[config.mk]
export PLATFORM = sky130hd
export DESIGN_NAME = m_unit_flat
export DESIGN_NICKNAME = d
export VERILOG_FILES = /design/src/rtl/m_unit_if.sv /design/src/rtl/m_unit.sv /design/src/flat_wrapper.sv
export SDC_FILE = /design/constraint.sdc
export NUM_CORES = 2
export LEC_CHECK = 0
export BUFFER_PORTS_ARGS = -buffer_cell sky130_fd_sc_hd__buf_2
export CAP_MARGIN = 10
export CORE_ASPECT_RATIO = 0.5
export CORE_MARGIN = 2
export CORE_UTILIZATION = 55
export DETAILED_ROUTE_END_ITERATION = 12
export PLACE_DENSITY = 0.71
export RECOVER_POWER = 100
export SETUP_SLACK_MARGIN = 0.15
export SLEW_MARGIN = 20
export SYNTH_ARGS = -nofsm -noshare
export SYNTH_HDL_FRONTEND = slang
export SYNTH_SLANG_ARGS = --single-unit
export TNS_END_PERCENT = 100
[constraint.sdc]
create_clock -name clk -period 10.5 [get_ports clk]
set_clock_uncertainty 0.15 [all_clocks]
set_input_delay 0.525 -clock clk [delete_from_list [all_inputs] [get_ports clk]]
set_output_delay 0.525 -clock clk [all_outputs]
set_load 0.02 [all_outputs]
[src/rtl/m_unit_if.sv]
// Issue/return bundle between the execute stage and the RV32M multiply/divide unit.
interface m_unit_if #(
    parameter int WIDTH = 32
);
    logic             start;
    logic [2:0]       func3;
    logic [WIDTH-1:0] op1;
    logic [WIDTH-1:0] op2;
    logic [4:0]       rd_in;
    logic             wr_in;
    logic             flush;
    logic [WIDTH-1:0] result;
    logic             ready;
    logic [4:0]       dest;
    logic             wr;
    logic             busy;

    modport master (
        output start, func3, op1, op2, rd_in, wr_in, flush,
        input  result, ready, dest, wr, busy
    );

    modport slave (
        input  start, func3, op1, op2, rd_in, wr_in, flush,
        output result, ready, dest, wr, busy
    );
endinterface

[src/rtl/m_unit.sv]
// Iterative RV32M unit: fixed-latency multiply, 32-step restoring divide with a sign-fix pass.
module m_unit #(
    parameter int WIDTH       = 32,
    parameter int MUL_LATENCY = 2
) (
    input logic   clk,
    input logic   rst,
    m_unit_if.slave bus
);
    typedef enum logic [2:0] {IDLE, MUL, DIV, FIX, DONE} state_t;

    state_t           state_q, state_d;
    logic [5:0]       cnt_q, cnt_d;
    logic             setup_q, setup_d;
    logic [1:0]       f3_q, f3_d;
    logic [WIDTH-1:0] a_q, a_d;
    logic [WIDTH-1:0] b_q, b_d;
    logic [4:0]       rd_q, rd_d;
    logic             wrl_q, wrl_d;
    logic [WIDTH-1:0] quo_q, quo_d;
    logic [WIDTH-1:0] rem_q, rem_d;
    logic [WIDTH-1:0] dvs_q, dvs_d;
    logic             qneg_q, qneg_d;
    logic             rneg_q, rneg_d;
    logic [WIDTH-1:0] result_q, result_d;
    logic [4:0]       dest_q, dest_d;

    logic signed [WIDTH:0]     mul_a, mul_b;
    logic signed [2*WIDTH-1:0] prod;
    logic [WIDTH:0]            rem_sh;
    logic                      sgn, a_neg, b_neg, div0, ovf;

    function automatic logic [WIDTH-1:0] cond_neg(input logic [WIDTH-1:0] v, input logic n);
        return n ? (~v + 1'b1) : v;
    endfunction

    // MULH and MULHSU treat op1 as signed; only MULH treats op2 as signed.
    assign mul_a  = signed'({(f3_q[1] ^ f3_q[0]) & a_q[WIDTH-1], a_q});
    assign mul_b  = signed'({(f3_q == 2'b01) & b_q[WIDTH-1], b_q});
    assign prod   = (2*WIDTH)'(mul_a) * (2*WIDTH)'(mul_b);

    assign sgn    = ~f3_q[0];
    assign a_neg  = sgn & a_q[WIDTH-1];
    assign b_neg  = sgn & b_q[WIDTH-1];
    assign div0   = (b_q == '0);
    assign ovf    = sgn && (a_q == {1'b1, {(WIDTH-1){1'b0}}}) && (b_q == '1);
    assign rem_sh = {rem_q, quo_q[WIDTH-1]};

    always_comb begin
        state_d  = state_q;
        cnt_d    = cnt_q;
        setup_d  = setup_q;
        f3_d     = f3_q;
        a_d      = a_q;
        b_d      = b_q;
        rd_d     = rd_q;
        wrl_d    = wrl_q;
        quo_d    = quo_q;
        rem_d    = rem_q;
        dvs_d    = dvs_q;
        qneg_d   = qneg_q;
        rneg_d   = rneg_q;
        result_d = result_q;
        dest_d   = dest_q;
        if (bus.flush) begin
            state_d = IDLE;
        end else begin
            case (state_q)
                IDLE: if (bus.start) begin
                    a_d     = bus.op1;
                    b_d     = bus.op2;
                    f3_d    = bus.func3[1:0];
                    rd_d    = bus.rd_in;
                    wrl_d   = bus.wr_in;
                    cnt_d   = '0;
                    setup_d = 1'b1;
                    state_d = bus.func3[2] ? DIV : MUL;
                end
                MUL: begin
                    if (cnt_q == 6'(MUL_LATENCY - 1)) begin
                        result_d = (f3_q == 2'b00) ? prod[WIDTH-1:0] : prod[2*WIDTH-1:WIDTH];
                        dest_d   = rd_q;
                        state_d  = DONE;
                    end else begin
                        cnt_d = cnt_q + 6'd1;
                    end
                end
                DIV: begin
                    if (setup_q) begin
                        setup_d = 1'b0;
                        cnt_d   = '0;
                        // Special cases preload the final answer and skip the iterations.
                        if (div0) begin
                            quo_d   = '1;
                            rem_d   = a_q;
                            qneg_d  = 1'b0;
                            rneg_d  = 1'b0;
                            state_d = FIX;
                        end else if (ovf) begin
                            quo_d   = a_q;
                            rem_d   = '0;
                            qneg_d  = 1'b0;
                            rneg_d  = 1'b0;
                            state_d = FIX;
                        end else begin
                            quo_d  = cond_neg(a_q, a_neg);
                            dvs_d  = cond_neg(b_q, b_neg);
                            rem_d  = '0;
                            qneg_d = a_neg ^ b_neg;
                            rneg_d = a_neg;
                        end
                    end else begin
                        if (rem_sh >= {1'b0, dvs_q}) begin
                            rem_d = rem_sh[WIDTH-1:0] - dvs_q;
                            quo_d = {quo_q[WIDTH-2:0], 1'b1};
                        end else begin
                            rem_d = rem_sh[WIDTH-1:0];
                            quo_d = {quo_q[WIDTH-2:0], 1'b0};
                        end
                        if (cnt_q == 6'd31) state_d = FIX;
                        else                cnt_d   = cnt_q + 6'd1;
                    end
                end
                FIX: begin
                    result_d = f3_q[1] ? cond_neg(rem_q, rneg_q) : cond_neg(quo_q, qneg_q);
                    dest_d   = rd_q;
                    state_d  = DONE;
                end
                default: state_d = IDLE;
            endcase
        end
    end

    always_ff @(posedge clk) begin
        if (rst) begin
            state_q  <= IDLE;
            cnt_q    <= '0;
            setup_q  <= 1'b0;
            f3_q     <= '0;
            a_q      <= '0;
            b_q      <= '0;
            rd_q     <= '0;
            wrl_q    <= 1'b0;
            quo_q    <= '0;
            rem_q    <= '0;
            dvs_q    <= '0;
            qneg_q   <= 1'b0;
            rneg_q   <= 1'b0;
            result_q <= '0;
            dest_q   <= '0;
        end else begin
            state_q  <= state_d;
            cnt_q    <= cnt_d;
            setup_q  <= setup_d;
            f3_q     <= f3_d;
            a_q      <= a_d;
            b_q      <= b_d;
            rd_q     <= rd_d;
            wrl_q    <= wrl_d;
            quo_q    <= quo_d;
            rem_q    <= rem_d;
            dvs_q    <= dvs_d;
            qneg_q   <= qneg_d;
            rneg_q   <= rneg_d;
            result_q <= result_d;
            dest_q   <= dest_d;
        end
    end

    assign bus.result = result_q;
    assign bus.dest   = dest_q;
    assign bus.ready  = (state_q == DONE);
    assign bus.wr     = (state_q == DONE) & wrl_q;
    assign bus.busy   = (state_q != IDLE);
endmodule

[src/flat_wrapper.sv]
// flat-port wrapper written by rule: the top's interface ports become plain ports
module m_unit_flat 
#(
    parameter int WIDTH       = 32,
    parameter int MUL_LATENCY = 2
)
  (clk, rst, bus_start, bus_func3, bus_op1, bus_op2, bus_rd_in, bus_wr_in, bus_flush, bus_result, bus_ready, bus_dest, bus_wr, bus_busy);
  m_unit_if #(.WIDTH(WIDTH)) bus_i ();
  input logic clk;
  input logic rst;
  input wire logic [$bits(bus_i.start)-1:0] bus_start;
  input wire logic [$bits(bus_i.func3)-1:0] bus_func3;
  input wire logic [$bits(bus_i.op1)-1:0] bus_op1;
  input wire logic [$bits(bus_i.op2)-1:0] bus_op2;
  input wire logic [$bits(bus_i.rd_in)-1:0] bus_rd_in;
  input wire logic [$bits(bus_i.wr_in)-1:0] bus_wr_in;
  input wire logic [$bits(bus_i.flush)-1:0] bus_flush;
  output wire logic [$bits(bus_i.result)-1:0] bus_result;
  output wire logic [$bits(bus_i.ready)-1:0] bus_ready;
  output wire logic [$bits(bus_i.dest)-1:0] bus_dest;
  output wire logic [$bits(bus_i.wr)-1:0] bus_wr;
  output wire logic [$bits(bus_i.busy)-1:0] bus_busy;
  assign bus_i.start = bus_start;
  assign bus_i.func3 = bus_func3;
  assign bus_i.op1 = bus_op1;
  assign bus_i.op2 = bus_op2;
  assign bus_i.rd_in = bus_rd_in;
  assign bus_i.wr_in = bus_wr_in;
  assign bus_i.flush = bus_flush;
  assign bus_result = bus_i.result;
  assign bus_ready = bus_i.ready;
  assign bus_dest = bus_i.dest;
  assign bus_wr = bus_i.wr;
  assign bus_busy = bus_i.busy;
  m_unit #(.WIDTH(WIDTH), .MUL_LATENCY(MUL_LATENCY)) u_core (.clk(clk), .rst(rst), .bus(bus_i));
endmodule
* Yosys cells after proc, flatten, opt, wreduce, memory -nomap -nowiden
Cells that the tools add are included.
Widths: inputs -> output; s select.
** Cells by class
- Bitwise operators :: 15
- Order comparisons :: 1
- Muxes and demuxes :: 36
- Equal/unequal tests :: 15
- Add/sub/neg operators :: 6
- Multiply operators :: 1
- Reduce and logical (&&, ||, !) cells :: 18
** Operators by type and width (count)
- $mux 32 :: 13
- $add 32x1->32 const B :: 4
- $not 32->32 :: 4
- $eq 32x32->1 const B :: 2
- $mul 33x33->64 :: 1
- $pmux 32 s2 :: 1
- $ge 33x32->1 :: 1
- $logic_not 32->1 :: 1
- $sub 32x32->32 :: 1
- $mux 6 :: 4
- $mux 3 :: 6
- $pmux 6 s3 :: 1
- $pmux 3 s4 :: 1
- $reduce_and 3->1 :: 4
- $pmux 5 s2 :: 1
- $reduce_and 5->1 :: 2
- $add 6x1->6 const B :: 1
- $eq 3x2->1 const B :: 2
- $eq 6x1->1 const B :: 1
- $eq 6x5->1 const B :: 1
- $mux 1 :: 6
- $reduce_bool 3->1 :: 2
- $and 1x1->1 :: 5
- $mux 5 :: 1
- other kinds (19) :: 26
** Word-level totals
- Bits of input ports :: 77
- Register bits after elaboration :: 217
- Output and inout bits :: 40

* Logic depth before layout (Yosys ltp)
- Depth in word-level cells :: 7
- Mapped depth :: 35
- Gate-level depth less buffers :: 30

* Least setup slack after synthesis
OpenSTA, ideal clock, no wires.
- Kind :: flip-flop to flip-flop
- From :: register u_core.f3_q[1]
- To :: register u_core.result_q[28], in the netlist u_core.bus.result[28]
- Slack :: 1.116 ns
- Arrival :: 9.096 ns
- Stages on the path, launching flop included :: 36
- Library setup time :: 0.137 ns
- Path through :: dfxtp_1 > buf_2 > buf_1 > inv_1 > ha_1 > and2_1 > clkbuf_1 > clkbuf_1 > nand2_1 > inv_1 > fa_1 > inv_1 > fa_1 > inv_1 > fa_1 > fa_1 > inv_1 > fa_1 > inv_1 > fa_1 > inv_1 > fa_1 > fa_1 > inv_1 > ha_1 > clkbuf_1 > a21o_1 > a21o_1 > a21o_1 > a21oi_1 > o211ai_1 > a32o_1 > or2_1 > o41a_1 > a221oi_1 > a2111oi_0
** Between the ends
- Longest elaborated chain between the ends :: 6
** Ends and longest elaborated chain
- from (decl) :: RTL line m_unit.sv:15 : logic [1:0] f3_q, f3_d;
- from (signal assigned) :: RTL line m_unit.sv:139 : f3_q <= '0;
- from (signal assigned) :: RTL line m_unit.sv:155 : f3_q <= f3_d;
- $eq 2x1->1 or $xor 1x1->1 (tied branches) :: RTL line m_unit.sv:39, m_unit.sv:38
- $and 1x1->1, on equally long branches :: RTL line m_unit.sv:39, m_unit.sv:38
- $mul 33x33->64 :: RTL line m_unit.sv:40 : assign prod = (2*WIDTH)'(mul_a) * (2*WIDTH)'(mul_b);
- $mux 32 :: RTL line m_unit.sv:81 : result_d = (f3_q == 2'b00) ? prod[WIDTH-1:0] : prod[2*WIDTH-1:WIDTH];
- $mux 32 :: RTL line m_unit.sv:80 : if (cnt_q == 6'(MUL_LATENCY - 1)) begin
- $pmux 32 s2 * :: RTL line m_unit.sv:68 : case (state_q)
- to (signal assigned) :: RTL line m_unit.sv:165 : result_q <= result_d;
- to (decl) :: RTL line m_unit.sv:25 : logic [WIDTH-1:0] result_q, result_d;
Every way passes the cells marked *; elsewhere a longest branch is shown, timed or not. The select of a mux whose other input is x is not followed.
A chain may end at the register's enable or synchronous reset.

* Worst setup path in the final report
- From :: register u_core.f3_q[0]
- To :: register u_core.result_q[28], in the netlist u_core.bus.result[28]
** Between the ends
- Longest elaborated chain between the ends :: 6
** Ends and longest elaborated chain (RTL line)
- $eq 2x1->1 or $xor 1x1->1 (tied branches) :: m_unit.sv:39, m_unit.sv:38
- $and 1x1->1, on equally long branches :: m_unit.sv:39, m_unit.sv:38
- $mul 33x33->64 :: m_unit.sv:40
- $mux 32 * :: m_unit.sv:81
- $mux 32 * :: m_unit.sv:80
- $pmux 32 s2 * :: m_unit.sv:68
Marks and branches as above.

==> out/results.ini <==
[timing]
tns_ns = 0
slew_headroom_pct = -176.8
maxSlewViolCount = 239
rsz0062_at_grt = no
setup_viol = 0
hold_viol = 0
fin_crit_ns = 9.928
tightest_slew_ns = 4.152
timing.fmax_mhz = 100.7
fin_crit_sh_pct = 94.55

[synthesis]
synth_seq_area_share_pct = 8.388
synthDistinctLibCells = 85
yosysTopAreaCell = fa_1
syn-num-nets = 7615
synthTopCellsByArea = fa_1, inv_1, dfxtp_1
ys_ff_latch = 217
synth_edf_count = 0
synth_top_flop_cell = dfxtp_1
netlist_area_um2 = 51790
yosysMostFrequentCell = inv_1
synth_commonest_cells = inv_1, fa_1, nand2_1
synth_top_area_share_pct = 43.52
async_flop_share_pct = 0
ys_warn_count = 0
avgSynthCellArea_um2 = 8.409
synthCells = 6159

[floorplanning]
die_y_um = 221.0
die-area_um2 = 96790
die_x_um = 438.0
core-area_um2 = 93110
pin_count = 117
start_util_pct = 55.62
num_rows = 79

[placement]
globalplace.congestion = 1.011
dp_hpwl_um = 139900
dp.cells = 7256
portBuffers = 116

[cts]
postCtsSetupBuffers = 0
cts_resized = 0
clk_pin_slew_ns = 0.07
clk_latency_ns = 0.58
cts_buffers = 26
clockBufferDepth = 3
cts_tree = done
htreeDepth = 1
cts.sinks = 217
root_buffer = clkbuf_16
hold_buffers = 0

[grt]
grt_pass1_vias = 45620
antenna_found_initial = 6
grt_max_degree = 76
grt_pass1_wl_um = 274800
grt_usage_pct = 37.17
grt_overflow = 0

[worst_setup_path]
cp_slowest_stage_delay_ns = 0.67
regToRegSetupSlack_ns = 0.57
critPathArrivalTime_ns = 10.22
critPathCaptureType = register
worst-setup-path-type = reg2reg
cp_max_fo = 15
crit_family = adder cells
cp.required_ns = 10.79
crit_slowest_cell = fa_1
cp.buffers_inverters = 8
rr_worst_depth = 30
cp-start-kind = register
crit_cells = 30

[route]
vias_per_cell = 5.950
drt_iter0_drc = 4930
wirelength_um = 176200
ant_nets = 0
dr.pass1.iters = 8
wl_per_cell_um = 24.12
drc = 0
num_vias = 43470

[cells_and_area]
fillers = 8353
area_growth_pct = 4.817
multi_input_area_um2 = 41270
layout.nets = 7485
drive_gt1_share_pct = 5.043
final_core_util_pct = 58.30
ff_latch_area_um2 = 4370
post_layout_nonfiller_instances = 7306

[pwr]
vdd_drop_max_uv = 131.4
powerDensity_nw_per_um2 = 61.13
p_leak_nw = 24.75

[run_status]
status = finished with violations
violations = max-capacitance violations, max-slew violations

[worst_hold_path]
min_path_cells = 3
hold_path.class = in2reg

[job]
max_cap_viol_count = 5

==> stage by stage <==
step	instance area, um2	hold slack [ns]	setup slack, ns	power [mW]
floorplan	51790	0.2817	1.116	1.785
finish	54290	0.03633	0.5725	3.319
global route	54280	0.04177	0.1009	3.461
detailed placement	53460	0.2943	0.7464	2.270
CTS	54370	0.02084	0.7129	3.263
global placement	53450	0.2889	0.9992	2.249
==> layout by cell type, fill, tap and decap left out, drive strengths merged, types with 8 or more instances in the layout <==
cell type and n:
a211oi 57, a21o 33, a21oi 281, a221oi 9
a22oi 9, a311oi 8, a31oi 17, a32o 9
and2 269, and3 31, buf 195, clkbuf 81
clkinv 8, dfxtp 217, fa 1126, ha 253
inv 1249, mux2i 24, nand2 1121, nand2b 22
nand3 34, nand4 28, nor2 246, nor2b 18
nor3 56, nor3b 10, nor4 20, o211ai 22
o21a 19, o21ai 157, o21bai 14, o221ai 36
o31ai 27, o41ai 11, or2 12, or3 23
or4 17, xnor2 118, xor2 96
==> final timing paths <==
| check | start | to |
|---|---|---|
| worst max-delay path | u_core.f3_q[0] | u_core.bus.result[28] |
| worst min-delay path | bus_op1[7] | u_core.a_q[7] |
| worst max register to register | u_core.f3_q[0] | u_core.bus.result[28] |
| worst min register to register | u_core.wrl_q | u_core.wrl_q |
==> sequential cells by signal (all words and copies together) (netlist names) <==
signal             cells
u_core.rneg_q          1
u_core.qneg_q          1
u_core.f3_q            2
u_core.quo_q          32
u_core.dvs_q          32
u_core.cnt_q           6
u_core.bus.dest        5
u_core.b_q            32
u_core.rem_q          32
u_core.state_q         3
u_core.a_q            32
u_core.bus.result     32
u_core.rd_q            5
u_core.wrl_q           1
u_core.setup_q         1
==> worst reg2reg max path: cells and delay by family, from the launching register on <==
kind            cells  cell delay [ns]
buf+inv             8             1.05
fa+ha+maj          10             5.28
flops               1             0.49
compound gates      9             1.86
simple gates        3             0.99
==> layer usage <==
layer	GRT usage [%]	wire length, um	vias to the layer above
met5	0	37	-
met4	11.22	6575	6
met3	10.60	23290	400
met2	54.11	73300	2664
met1	53.85	73020	22030
li1	-	-	18370
==> where the power goes <==
| part | switching, mW | total (mW) | internal (mW) |
|---|---|---|---|
| Combinational | 0.909 | 1.37 | 0.462 |
| Clock | 0.432 | 1.01 | 0.579 |
| Sequential | 0.0894 | 0.935 | 0.846 |
| Total | 1.43 | 3.32 | 1.89 |
==> area by class of cell <==
type / instances / share of cell area, %
timing repair buffer: 242 / 2.724
clock buffer: 34 / 1.385
clock inverter: 13 / 0.2904
multi-input combinational: 4294 / 76.01
sequential: 217 / 8.051
antenna: 3 / 0.01383
inverter: 1248 / 8.629
tap: 1255 / 2.893
==> cell families after synthesis <==
kind of cell | Yosys count | share of synthesized area, %
multiplexers | 25 | 0.4856
AO/OA/AOI/OAI | 755 | 9.156
flip-flops | 217 | 8.388
adder cells (fa/ha/maj) | 1379 | 49.64
buffers and inverters | 1648 | 12.00
AND/OR/NAND/NOR | 1921 | 16.72
XOR/XNOR | 214 | 3.619
Power figures use the tool's default switching activity.
